[src/rtl/ctrl_dcache_pkg.sv]
// Shared constants for the LEGv8-subset main decoder and its data store.
// Holds opcode patterns, ALU operation encodings and a small R-type helper.
// Pure definitions only; no logic is elaborated from this file.
package ctrl_pkg;

    typedef logic [1:0] aluop_t;

    // Full 11-bit opcodes, matched against instruction[31:21]
    localparam logic [10:0] OP_ADD  = 11'b10001011000;
    localparam logic [10:0] OP_SUB  = 11'b11001011000;
    localparam logic [10:0] OP_AND  = 11'b10001010000;
    localparam logic [10:0] OP_ORR  = 11'b10101010000;
    localparam logic [10:0] OP_LDUR = 11'b11111000010;
    localparam logic [10:0] OP_STUR = 11'b11111000000;

    // Short opcodes: CBZ matches instruction[31:24], B matches instruction[31:26]
    localparam logic [7:0]  OP_CBZ  = 8'b10110100;
    localparam logic [5:0]  OP_B    = 6'b000101;

    // ALU operation selects handed to the ALU control stage
    localparam aluop_t ALUOP_ADD   = 2'b00;
    localparam aluop_t ALUOP_CBZ   = 2'b01;
    localparam aluop_t ALUOP_RTYPE = 2'b10;

    // True for the four register-register arithmetic/logic encodings
    function automatic logic is_rtype(input logic [10:0] opcode);
        return (opcode == OP_ADD) || (opcode == OP_SUB) ||
               (opcode == OP_AND) || (opcode == OP_ORR);
    endfunction

endpackage

[src/rtl/ctrl_dcache_if.sv]
// Bundle of instruction/address/data inputs and decoded control outputs.
// The master side drives the instruction word, address and store data.
// The slave side (the decoder + data store) returns controls and load data.
interface ctrl_dcache_if
    import ctrl_pkg::*;
#(
    parameter int DATA_W = 32
);
    logic [31:0]       instruction;
    logic [31:0]       address;
    logic [DATA_W-1:0] writeData;
    logic [DATA_W-1:0] readData;
    logic              unconditionalBranch;
    logic              branch;
    logic              memRead;
    logic              memToReg;
    aluop_t            aluOP;
    logic              memWrite;
    logic              aluSRC;
    logic              regWrite;
    logic [4:0]        readRegister1;
    logic [4:0]        readRegister2;
    logic [4:0]        writeRegister;

    modport master (
        output instruction, address, writeData,
        input  readData, unconditionalBranch, branch, memRead, memToReg,
               aluOP, memWrite, aluSRC, regWrite,
               readRegister1, readRegister2, writeRegister
    );

    modport slave (
        input  instruction, address, writeData,
        output readData, unconditionalBranch, branch, memRead, memToReg,
               aluOP, memWrite, aluSRC, regWrite,
               readRegister1, readRegister2, writeRegister
    );

endinterface

[src/rtl/ctrl_dcache_instr_decode.sv]
// Main decoder: instruction fields -> datapath controls and register indices.
// Purely combinational, zero latency; independent of clock and reset.
// Unrecognised opcodes decode as a NOP (all controls low, indices still driven).
module instr_decode
    import ctrl_pkg::*;
(
    input  logic [10:0] opcode,     // instruction[31:21]
    input  logic [4:0]  rm,         // instruction[20:16]
    input  logic [4:0]  rn,         // instruction[9:5]
    input  logic [4:0]  rt,         // instruction[4:0]
    output logic        unconditionalBranch,
    output logic        branch,
    output logic        memRead,
    output logic        memToReg,
    output aluop_t      aluOP,
    output logic        memWrite,
    output logic        aluSRC,
    output logic        regWrite,
    output logic [4:0]  readRegister1,
    output logic [4:0]  readRegister2,
    output logic [4:0]  writeRegister
);

    logic rtype;
    assign rtype = is_rtype(opcode);

    // Control decode: every class starts from the all-zero NOP pattern
    always_comb begin
        unconditionalBranch = 1'b0;
        branch              = 1'b0;
        memRead             = 1'b0;
        memToReg            = 1'b0;
        aluOP               = ALUOP_ADD;
        memWrite            = 1'b0;
        aluSRC              = 1'b0;
        regWrite            = 1'b0;
        if (rtype) begin
            regWrite = 1'b1;
            aluOP    = ALUOP_RTYPE;
        end else if (opcode == OP_LDUR) begin
            memRead  = 1'b1;
            memToReg = 1'b1;
            regWrite = 1'b1;
            aluSRC   = 1'b1;
        end else if (opcode == OP_STUR) begin
            memWrite = 1'b1;
            aluSRC   = 1'b1;
        end else if (opcode[10:3] == OP_CBZ) begin
            branch = 1'b1;
            aluOP  = ALUOP_CBZ;
        end else if (opcode[10:5] == OP_B) begin
            unconditionalBranch = 1'b1;
        end
    end

    // Register indices come straight from the fields; Rm only for R-type
    always_comb begin
        readRegister1 = rn;
        readRegister2 = rtype ? rm : rt;
        writeRegister = rt;
    end

endmodule

[src/rtl/ctrl_dcache.sv]
// Decoder plus word-addressed data store; decode is combinational.
// Loads return data one clock after memRead; stores commit on the same edge.
// No stalls: every access completes in one cycle; reset clears array and readData.
module ctrl_dcache
    import ctrl_pkg::*;
#(
    parameter int DATA_W = 32,
    parameter int DEPTH  = 64
)(
    input  logic         clock,
    input  logic         reset,
    ctrl_dcache_if.slave bus
);

    localparam int IDX_W = $clog2(DEPTH);

    logic [DATA_W-1:0] mem [DEPTH];
    logic [DATA_W-1:0] read_q;
    logic [IDX_W-1:0]  index;

    // Byte offset bits are dropped and high bits wrap modulo DEPTH
    assign index = bus.address[IDX_W+1:2];

    instr_decode u_decode (
        .opcode              (bus.instruction[31:21]),
        .rm                  (bus.instruction[20:16]),
        .rn                  (bus.instruction[9:5]),
        .rt                  (bus.instruction[4:0]),
        .unconditionalBranch (bus.unconditionalBranch),
        .branch              (bus.branch),
        .memRead             (bus.memRead),
        .memToReg            (bus.memToReg),
        .aluOP               (bus.aluOP),
        .memWrite            (bus.memWrite),
        .aluSRC              (bus.aluSRC),
        .regWrite            (bus.regWrite),
        .readRegister1       (bus.readRegister1),
        .readRegister2       (bus.readRegister2),
        .writeRegister       (bus.writeRegister)
    );

    // Store path: reset wipes every word, otherwise write on memWrite
    always_ff @(posedge clock or posedge reset) begin
        if (reset) begin
            for (int i = 0; i < DEPTH; i++) begin
                mem[i] <= '0;
            end
        end else if (bus.memWrite) begin
            mem[index] <= bus.writeData;
        end
    end

    // Load register: captures the pre-edge word, holds when memRead is low
    always_ff @(posedge clock or posedge reset) begin
        if (reset) begin
            read_q <= '0;
        end else if (bus.memRead) begin
            read_q <= mem[index];
        end
    end

    assign bus.readData = read_q;

endmodule

[src/flat_wrapper.sv]
// flat-port wrapper written by rule: the top's interface ports become plain ports
module ctrl_dcache_flat import ctrl_pkg::*;
#(
    parameter int DATA_W = 32,
    parameter int DEPTH  = 64
)
  (clock, reset, bus_instruction, bus_address, bus_writeData, bus_readData, bus_unconditionalBranch, bus_branch, bus_memRead, bus_memToReg, bus_aluOP, bus_memWrite, bus_aluSRC, bus_regWrite, bus_readRegister1, bus_readRegister2, bus_writeRegister);
  ctrl_dcache_if #(.DATA_W(DATA_W)) bus_i ();
  input  logic clock;
  input  logic reset;
  input wire logic [$bits(bus_i.instruction)-1:0] bus_instruction;
  input wire logic [$bits(bus_i.address)-1:0] bus_address;
  input wire logic [$bits(bus_i.writeData)-1:0] bus_writeData;
  output wire logic [$bits(bus_i.readData)-1:0] bus_readData;
  output wire logic [$bits(bus_i.unconditionalBranch)-1:0] bus_unconditionalBranch;
  output wire logic [$bits(bus_i.branch)-1:0] bus_branch;
  output wire logic [$bits(bus_i.memRead)-1:0] bus_memRead;
  output wire logic [$bits(bus_i.memToReg)-1:0] bus_memToReg;
  output wire logic [$bits(bus_i.aluOP)-1:0] bus_aluOP;
  output wire logic [$bits(bus_i.memWrite)-1:0] bus_memWrite;
  output wire logic [$bits(bus_i.aluSRC)-1:0] bus_aluSRC;
  output wire logic [$bits(bus_i.regWrite)-1:0] bus_regWrite;
  output wire logic [$bits(bus_i.readRegister1)-1:0] bus_readRegister1;
  output wire logic [$bits(bus_i.readRegister2)-1:0] bus_readRegister2;
  output wire logic [$bits(bus_i.writeRegister)-1:0] bus_writeRegister;
  assign bus_i.instruction = bus_instruction;
  assign bus_i.address = bus_address;
  assign bus_i.writeData = bus_writeData;
  assign bus_readData = bus_i.readData;
  assign bus_unconditionalBranch = bus_i.unconditionalBranch;
  assign bus_branch = bus_i.branch;
  assign bus_memRead = bus_i.memRead;
  assign bus_memToReg = bus_i.memToReg;
  assign bus_aluOP = bus_i.aluOP;
  assign bus_memWrite = bus_i.memWrite;
  assign bus_aluSRC = bus_i.aluSRC;
  assign bus_regWrite = bus_i.regWrite;
  assign bus_readRegister1 = bus_i.readRegister1;
  assign bus_readRegister2 = bus_i.readRegister2;
  assign bus_writeRegister = bus_i.writeRegister;
  ctrl_dcache #(.DATA_W(DATA_W), .DEPTH(DEPTH)) u_core (.clock(clock), .reset(reset), .bus(bus_i));
endmodule
[config.mk]
export PLATFORM = sky130hd
export DESIGN_NAME = ctrl_dcache_flat
export DESIGN_NICKNAME = d
export VERILOG_FILES = /design/src/rtl/ctrl_dcache_pkg.sv /design/src/rtl/ctrl_dcache_if.sv /design/src/rtl/ctrl_dcache_instr_decode.sv /design/src/rtl/ctrl_dcache.sv /design/src/flat_wrapper.sv
export SDC_FILE = /design/constraint.sdc
export NUM_CORES = 2
export LEC_CHECK = 0
export ABC_AREA = 1
export CAP_MARGIN = 20
export CORE_MARGIN = 8
export CORE_UTILIZATION = 45
export DETAILED_ROUTE_END_ITERATION = 16
export GPL_ROUTABILITY_DRIVEN = 0
export MAX_ROUTING_LAYER = met4
export PLACE_DENSITY = 0.65
export SETUP_SLACK_MARGIN = 0.2
export SYNTH_ARGS = -nofsm -noshare
export SYNTH_HDL_FRONTEND = slang
export SYNTH_SLANG_ARGS = --single-unit
[constraint.sdc]
create_clock -name clock -period 79.1 [get_ports clock]
set_input_delay 7.91 -clock clock [delete_from_list [all_inputs] [get_ports clock]]
set_output_delay 7.91 -clock clock [all_outputs]
set_load 0.05 [all_outputs]
==> run summary <==
post-DR vias/cell - 5.18
Synth area leader - dfrtp_1
# DRC - 0
post-synth top area share - 51.3%
Yosys warnings - 0
Critical Path AT - 11.25 ns
I/O Buffers - 111
Ports - 154
Critical-path top delay cell - clkdlybuf4s50_1
vias in the first global route - 76,300
cell row count - 174
syn nets - 13,100
Hold WS - 0.474 ns
DIE WIDTH - 491 um
XOR/XNOR Fraction of Synth Area - 0%
top post-synthesis cells by area - dfrtp_1, nand2_1, o21ai_1
Clock Latency Late Sink - 0.86 ns
largest family of logic cells by synthesized area - simple AND/OR/NAND/NOR gates
hold crit path type - reg2reg
Post-Synth Adder-Cell Area - 0%
post-DP HPWL - 166 mm
post-synthesis compound-gate area fraction - 13.5%
CTS root buf - clkbuf_16
flops & latches, synth - 2,080
Mean Syn Cell Area - 7.83 um2
Simple-Gate Fraction of Synth Area - 23.8%
Max-Cap Viols - 0
Clock Skew - 0.0354 ns
Post-Synthesis Cells - 13,000
Resized cells post-CTS - 0
crit start category - input port
die area - 241,000 um2
final non-filler cell area - 110,000 um2
CTS Buf Count - 221
core footprint - 224,000 um2
initial DRC count - 8,262
Avg WL per Cell - 18.8 um
buffer count from post-CTS setup fixing - 0
CP required - 71.19 ns
multiplexer area fraction after synthesis - 0%
measured slew at the worst slew-check pin - 1.18 ns
crit path max fanout - 34
CP peak stage delay - 0.91 ns
most frequent cells in the layout - nand2_1, dfrtp_1, o21ai_1, inv_1, nand3_1
Worst R2R Path Depth - 10
Slew HR - 20.8%
synthesis-to-finish area growth - 8.98%
Pwr Density - 20.7 nW/um2
commonest non-fill, non-tap cell in the layout - nand2_1
Hold Fails Final Rpt - 0
unrepaired setup endpoints after global routing - false
worst reg2reg setup slack - 76.41 ns
VDD IR max - 24.3 uV
Critical Path Sink Type - output port
Post-layout nets - 12,600
cts hold-fix bufs - 0
fin worst setup slack - 59.94 ns
Hold Path End - u_core.mem[775]
run status - finished, final reports clean
Overflow after GRT - 0
post-synthesis cell area - 101,000 um2
Leak Pwr - 53.1 nW
Routed WL - 295 mm
worst path cell trace - clkdlybuf4s50_1, inv_1, nor3_1, nand3_1, inv_1, nand2_1, inv_2, buf_4, clkdlybuf4s50_1
final setup TNS - 0 ns
Die Height - 491 um
First-pass DRT Iterations - 6
Max Clock Freq - 52.2 MHz
TritonCTS clock tree - yes
Clock Path Buffers - 3
Yosys cell types - 31
CTS clk-pin slew, worst paths - 0.06 ns
dpl cell area - 103,000 um2
starting density of the core - 45.2%
Place WS - 60.01 ns
worst hold path stage count - 2
period utilisation layout - 24.2%
CTS sink count - 2,080
Global Route Usage Sum - 24.9%
register area share after synthesis - 51.3%
H-tree depth - 4
Worst Setup Path Type - in2out
RR Startpoint - u_core.mem[706]
Detail Route Antenna Nets - 0
minimum clock period - 19.16 ns
vias - 81,200
first-pass GRT wire length - 462 mm
largest net degree at the start of global routing - 153
Max Slew Vio Count - 0
Setup Viol. Count Final - 0
initial antenna violation count - 14
layout cells sized above 1 - 8.52%
worst hold start - u_core.mem[775]
reg-to-reg endpoint - u_core.bus.readData[2]
-- sequential cells by signal, summed over array words and instances (netlist names) --
name and count:
u_core.bus.readData 32, u_core.mem 2048
-- area by class of cell --
cell class              count  area (um2)
diodes                      9        22.5
inverters                1660        6250
flip-flops and latches   2080       52000
repair buffers            301        2820
well taps                2992        3740
multi-input cells        8230       38000
clock inverters            78         956
clock buffers             334        6680
fillers                 21700      114000
-- cells in the mapped netlist --
library cell / instances
nand2_1: 4230
dfrtp_1: 2080
o21ai_1: 1758
inv_1: 1624
nand3_1: 769
buf_2: 510
nor2_1: 417
o21ai_0: 376
clkbuf_1: 330
o211ai_1: 195
o21ai_2: 179
or2_2: 141
buf_6: 84
nand2_2: 80
nand4_4: 64
clkinv_1: 32
buf_4: 31
buf_1: 19
nor3_1: 8
buf_12: 6
inv_2: 4
a21oi_1: 3
clkbuf_8: 2
nor2_2: 2
nor3_2: 2
nor3_4: 2
nor4_1: 2
buf_8: 1
clkbuf_4: 1
nor4_2: 1
o32ai_1: 1
-- worst max path at each step --
stage,from,depth (start not counted),end
after global routing,bus_instruction[29],9,bus_memRead
final,bus_instruction[29],9,bus_memToReg
after CTS,bus_instruction[29],9,bus_memToReg
after global placement,bus_instruction[29],9,bus_memToReg
after detailed placement,bus_instruction[29],9,bus_memToReg
after floorplan,reset,1,u_core.bus.readData[0]
-- per-stage QoR --
stage	cells	power [mW]	util, %
6_report	15700	2.29	49.2
5_1_grt	15700	2.37	49.2
4_1_cts	15700	2.31	49.1
3_5_place_dp	15300	1.23	45.7
3_3_place_gp	15300	1.23	45.7
2_1_floorplan	13000	1.19	-
-- worst max-delay path: cells and delay by family --
family,cells,cell delay [ns]
and+or+nand+nor,3,1.07
buffers and inverters,6,2.24
-- power by group --
group          internal [mW]  leakage, nW  switching (mW)  total, mW
clock                  0.639         3.81           0.440       1.08
sequential              1.06         29.1        0.000488       1.07
combinational         0.0309         20.2           0.116      0.147
total                   1.74         53.1           0.557       2.29
-- kinds of logic after synthesis --
family	after synthesis
buf+inv	2644
compound gates	2512
simple gates	5718
flops	2080
-- layer usage --
layer / vias to the layer above / part of all wire, % / global-route usage (%) / wire length [um]
met3: 433 / 5.9 / 3.07 / 17400
met5: - / 0 / - / 0
li1: 39600 / - / - / -
met4: 0 / 3.2 / 7.46 / 9460
met2: 2298 / 46 / 40.0 / 137000
met1: 38800 / 45 / 33.3 / 132000
Note: power is estimated with default switching activity, not from simulation.
